### src/rtl/clk_div_ctrl.sv
// rtl/clk_div_ctrl.sv - programmable clock divider controller with glitch-free divisor switching
// Divisor changes requested while running take effect only at the next period boundary.
module clk_div_ctrl #(
   parameter int DIV_W   = 4,
   parameter int DIV_RST = 3
) (
   input  logic             clk,
   input  logic             reset,
   input  logic             en,
   input  logic             cfg_valid,
   input  logic [DIV_W-1:0] cfg_div,
   output logic             cfg_ready,
   output logic             cfg_err,
   output logic [DIV_W-1:0] div_active,
   output logic             odd_n,
   output logic             pos_phase,
   output logic             period_start,
   output logic             busy
);

   typedef enum logic [1:0] {
      ST_IDLE   = 2'd0,
      ST_RUN    = 2'd1,
      ST_SWITCH = 2'd2
   } state_t;

   localparam logic [DIV_W-1:0] DIV_RST_V = DIV_W'(DIV_RST);
   localparam logic [DIV_W-1:0] ONE_V     = DIV_W'(1);

   state_t           r_state;
   state_t           w_state_nxt;
   logic [DIV_W-1:0] r_cnt;
   logic [DIV_W-1:0] w_cnt_nxt;
   logic [DIV_W-1:0] r_div;
   logic [DIV_W-1:0] w_div_nxt;
   logic [DIV_W-1:0] r_pend;
   logic [DIV_W-1:0] w_pend_nxt;
   logic             r_err;
   logic             w_err_nxt;
   logic             w_xfer;
   logic             w_legal;
   logic             w_last;
   logic [DIV_W:0]   w_half_ext;
   logic [DIV_W-1:0] w_half;

   assign w_xfer     = cfg_valid && (r_state != ST_SWITCH);
   assign w_legal    = cfg_div > ONE_V;
   assign w_last     = (r_cnt == (r_div - ONE_V));
   // one extra bit so the largest divisor does not wrap when rounding up
   assign w_half_ext = ({1'b0, r_div} + {{DIV_W{1'b0}}, 1'b1}) >> 1;
   assign w_half     = w_half_ext[DIV_W-1:0];

   always_ff @(posedge clk) begin
      if (reset) begin
         r_state <= ST_IDLE;
         r_cnt   <= '0;
         r_div   <= DIV_RST_V;
         r_pend  <= DIV_RST_V;
         r_err   <= 1'b0;
      end else begin
         r_state <= w_state_nxt;
         r_cnt   <= w_cnt_nxt;
         r_div   <= w_div_nxt;
         r_pend  <= w_pend_nxt;
         r_err   <= w_err_nxt;
      end
   end

   always_comb begin
      w_state_nxt = r_state;
      w_cnt_nxt   = r_cnt;
      w_div_nxt   = r_div;
      w_pend_nxt  = r_pend;
      w_err_nxt   = w_xfer && !w_legal;
      case (r_state)
         ST_IDLE: begin
            w_cnt_nxt = '0;
            if (w_xfer && w_legal) w_div_nxt = cfg_div;
            if (en) w_state_nxt = ST_RUN;
         end
         ST_RUN: begin
            if (!en) begin
               w_state_nxt = ST_IDLE;
               w_cnt_nxt   = '0;
               if (w_xfer && w_legal) w_div_nxt = cfg_div;
            end else begin
               w_cnt_nxt = w_last ? '0 : r_cnt + ONE_V;
               if (w_xfer && w_legal) begin
                  w_pend_nxt  = cfg_div;
                  w_state_nxt = ST_SWITCH;
               end
            end
         end
         ST_SWITCH: begin
            if (!en) begin
               w_state_nxt = ST_IDLE;
               w_cnt_nxt   = '0;
               w_div_nxt   = r_pend;
            end else if (w_last) begin
               w_state_nxt = ST_RUN;
               w_cnt_nxt   = '0;
               w_div_nxt   = r_pend;
            end else begin
               w_cnt_nxt = r_cnt + ONE_V;
            end
         end
         default: begin
            w_state_nxt = ST_IDLE;
            w_cnt_nxt   = '0;
         end
      endcase
   end

   assign cfg_ready    = (r_state != ST_SWITCH);
   assign busy         = (r_state == ST_SWITCH);
   assign cfg_err      = r_err;
   assign div_active   = r_div;
   assign odd_n        = r_div[0];
   assign pos_phase    = (r_state != ST_IDLE) && (r_cnt < w_half);
   assign period_start = (r_state != ST_IDLE) && (r_cnt == '0);

endmodule

### config.mk
export PLATFORM = sky130hd
export DESIGN_NAME = clk_div_ctrl
export DESIGN_NICKNAME = d
export VERILOG_FILES = /design/src/rtl/clk_div_ctrl.sv
export SDC_FILE = /design/constraint.sdc
export NUM_CORES = 1
export LEC_CHECK = 0
export BUFFER_PORTS_ARGS = -buffer_cell sky130_fd_sc_hd__clkbuf_2
export CORE_MARGIN = 2
export CORE_UTILIZATION = 30
export DETAILED_ROUTE_END_ITERATION = 6
export GPL_TIMING_DRIVEN = 0
export MAX_ROUTING_LAYER = met4
export SYNTH_ARGS = -nofsm -noshare
export SYNTH_HDL_FRONTEND = slang
export SYNTH_SLANG_ARGS = --single-unit
### constraint.sdc
create_clock -name clk -period 2.2 [get_ports clk]
set_input_delay 0.22 -clock clk [delete_from_list [all_inputs] [get_ports clk]]
set_output_delay 0.22 -clock clk [all_outputs]
set_load 0.005 [all_outputs]
==> flow_results.org <==
** Logic synthesis
- Number of distinct library cells after synthesis :: 34
- Share of the synthesized netlist area taken by xor and xnor gates :: 9.446%
- After synthesis, the largest family of logic cells by area is simple AND/OR/NAND/NOR gates.
- Post-synthesis area per instance :: 9.461 um^2
- YS warnings :: 0
- Area fraction in compound gates after synthesis :: between 15 and 20%
- Summing the areas of all fa, ha and maj instances in the mapped netlist gives 13.85% of the synthesized area.
- Netlist Area Pre-Place :: 993.5 um^2
- Fraction of synthesized area in multiplexers :: 6.045%
- Ys async rst share :: 0%
- The share of the Yosys chip area taken by registers is 30.23%.
- In the synthesized netlist the dominant register cell turns out to be sky130_fd_sc_hd__dfxtp_1.
- Synthesis produced a netlist with a net count of 124.
- Synthesis produced 105 cells.
- Number of enable-type register cells in the synthesized netlist :: 0
- After Yosys synthesis, and, or, nand and nor cells account for 17.25% of the synthesized area.
- Seq cells post-synth :: 15

** Final layout
- The number of antenna diodes in the final layout is 0.
- The library cell used most frequently in the layout, excluding fill and tap cells, is sky130_fd_sc_hd__clkbuf_2.
- From synthesis to final layout, the design area changed by 21.91%.
- Of the cells placed in the final design, the portion with a size suffix greater than 1 is between 20 and 30%.
- In the final layout, the multi-input gates occupy 654.4 um^2.
- Cells fill 39.03% of the core in the end.
- Final standard cell count with taps included and fillers excluded :: 172
- Counting the fill cells in the layout gives between 300 and 400.
- Leaving out fill and tap cells, the most frequent cells in the layout are sky130_fd_sc_hd__clkbuf_2, sky130_fd_sc_hd__dfxtp_1, sky130_fd_sc_hd__inv_1, sky130_fd_sc_hd__ha_1, sky130_fd_sc_hd__nor2_1.
- In the final layout, flip-flops and latches occupy 307.8 um^2.
- At the end of the flow, the number of nets in the layout was between 100 and 150.
- The finished cells cover roughly 0.0012 mm^2.

** Clock tree
- Hold buffer count at CTS :: 0
- TritonCTS built the clock tree.
- In this run the number of H-tree levels came out at 1.
- Clock buffer count from CTS :: 3
- After clock tree synthesis, the clock-pin slew on the worst setup and hold paths is 0.10 ns.
- CTS Sinks :: 15
- In this run the deepest clock path goes through 2 buffers.
- Library cell used as clock root buffer :: sky130_fd_sc_hd__clkbuf_4
- Clock insertion delay at the later pin of the skew report :: 0.29 ns

** Global route
- The number of antenna violations at the first check in global routing is 0.
- Entering global routing, the biggest net connects 11 pins.
- Global-route wire length before repair :: 3401 um
- Remaining global-route overflow :: 0
- Total GRT Usage :: 12.36%
- The via count of the first global-routing pass was 773.

** Power and ir drop
- VDD sags by at most approximately 0.00034 V.
- For this design the ratio of total power to cell area is 592.9 mW/mm^2.
- The analysis attributes to cell leakage a power of around 0.51 nW.
- Total design power :: 718.1 uW

** Timing
- Final setup skew :: 0.01521 ns
- Final critical path time including I/O delays and setup :: slightly above 2 ns
- Number of max-slew violations in the final report :: 0
- For the pin with the worst max-slew slack, the measured transition is just under 0.5 ns.
- Sum of negative setup slack :: 0 ns
- Post-route fraction of the period consumed by the critical path :: 94.50%
- Relative slew slack :: 67.20%
- The final count of hold timing violations was 0.
- Setup violations remaining at the end of the flow were counted as 0.
- Max Fclk :: just under 500 MHz
- Setup repair after global routing missed its margin :: true

** Worst setup path
- In this run the worst path has a maximum fanout of 2.
- STA classifies the critical path endpoint as a primary output.
- Worst Path Class, Setup :: reg -> out
- At the worst endpoint, the arrival time is around 1.9 ns.
- Kind of start point of the critical path :: register
- At the worst endpoint, the required time is 1.98 ns.

** Routing
- In the routed layout, each cell is associated on average with a via count of 4.616.
- Number of routed nets with antenna violations :: 0
- In the routed design, unresolved DRC markers number 0.
- The final layout contains routed wiring with a total length of 1972 um.
- Vias :: around 800
- Number of DRC violations after detailed-routing iteration 0 :: 20
- Number of detailed-routing iterations run before antenna repair :: 4
- Routed length per placed instance :: 11.47 um

** Place
- Number of input and output port buffers inserted :: 17
- Final weighted congestion in routability-driven placement :: 0.7622
- Including well taps, the total number of placed cells is 166.
- Detailed placement finished with a half-perimeter wire length of 1547 um.
- Placed cell areas :: between 0.001 and 0.0015 mm^2

** Floorplan
- The floorplan step defined a core boundary enclosing just over 0.003 mm^2.
- The initial utilization of the core area, before any placement, comes to between 30% and 40%.
- Vert. Die Dim :: 61.55 um
- Number of primary I/O pins :: 18
- Row count :: 20
- Overall die area :: 0.003788 mm^2
- Width of the chip :: 61.55 um

** Min path
- Path class of the lowest-slack min-delay path :: in -> reg

** Run status
- The flow ran to the end, and the final reports show no timing, DRC or antenna violations.

** Job
- Across the run, the number of max-cap violations was 0.
## metal layers
layer	GRT usage (%)	wire length, um	vias to the layer above
met3	3.151	80	0
met2	20.30	950	17
met5	-	0	-
li1	-	-	412
met4	1.824	0	0
met1	15.63	940	365
## worst max-delay path: stages, from the launching register on
cell and delay, ns:
sky130_fd_sc_hd__dfxtp_4 0.37, sky130_fd_sc_hd__ha_4 0.16, sky130_fd_sc_hd__xnor2_2 0.12, sky130_fd_sc_hd__ha_1 0.27
sky130_fd_sc_hd__a21boi_1 0.13, sky130_fd_sc_hd__o21ai_1 0.14, sky130_fd_sc_hd__nand2b_1 0.09, sky130_fd_sc_hd__a211oi_2 0.17
sky130_fd_sc_hd__buf_2 0.13
## final cells by class
class / instances / share of cell area (%)
clock buffer: 3 / 1.860
sequential: 15 / 25.41
tap: 44 / 4.545
clock inverter: 1 / 0.6198
timing repair buffer: 19 / 8.264
inverter: 10 / 3.099
multi-input combinational: 76 / 54.03
buffer: 4 / 2.169
## where the power goes
part | switching [mW] | internal, mW | total [mW]
Combinational | 0.115 | 0.124 | 0.239
Clock | 0.0942 | 0.0691 | 0.163
Sequential | 0.0247 | 0.291 | 0.316
Total | 0.234 | 0.485 | 0.718
## cell families (layout without fill, tap and decap cells)
logic type / after synthesis / count (layout)
simple gates: 31 / 31
compound gates: 19 / 19
flops: 15 / 15
buf+inv: 14 / 37
fa+ha+maj: 11 / 11
xor+xnor: 9 / 9
mux: 6 / 6
## cells in the mapped netlist, types with 3 or more instances
| master | n | area share [%] |
|---|---|---|
| sky130_fd_sc_hd__a211oi_1 | 3 | 2.3 |
| sky130_fd_sc_hd__nand3_1 | 3 | 1.5 |
| sky130_fd_sc_hd__xor2_1 | 3 | 2.6 |
| sky130_fd_sc_hd__nor2_1 | 9 | 3.4 |
| sky130_fd_sc_hd__dfxtp_1 | 15 | 30 |
| sky130_fd_sc_hd__nand2_1 | 3 | 1.1 |
| sky130_fd_sc_hd__xnor2_1 | 5 | 4.4 |
| sky130_fd_sc_hd__inv_1 | 10 | 3.8 |
| sky130_fd_sc_hd__and2_1 | 3 | 1.9 |
| sky130_fd_sc_hd__mux2i_1 | 6 | 6.0 |
| sky130_fd_sc_hd__nand2b_1 | 4 | 2.5 |
| sky130_fd_sc_hd__ha_1 | 11 | 14 |
## per-stage QoR
step	setup slack [ns]	hold WS [ns]
2_1_floorplan	0.4041	0.3379
3_3_place_gp	0.2112	0.4466
3_5_place_dp	0.1342	0.4650
4_1_cts	0.03664	0.1461
5_1_grt	-0.03195	0.1542
6_report	0.1210	0.1574
## registers in the layout, indices dropped and copies added, names as in the netlist
register,flops
r_pend,4
cfg_err,1
div_active,4
r_cnt,4
r_state,2
## timing repair
| item | 4_1_cts | 5_1_grt |
|---|---|---|
| setup buffers | 2 | 0 |
| gates resized for setup | 7 | 4 |
| pin swaps | 0 | 2 |
| setup endpoints to repair | 1 | 1 |
## final timing paths
path	cells past startpoint	slack (ns)	from	end
setup / recovery	8	0.12	div_active[1]$_SDFFE_PP1P_	pos_phase
hold / removal	2	0.16	cfg_div[0]	r_pend[0]$_SDFFE_PP1P_
setup reg to reg	9	0.18	r_state[0]$_SDFFE_PP0P_	div_active[1]$_SDFFE_PP1P_
hold reg to reg	1	0.50	r_cnt[0]$_SDFF_PP0_	r_cnt[0]$_SDFF_PP0_
No activity file was read; power rests on OpenSTA's default activity.
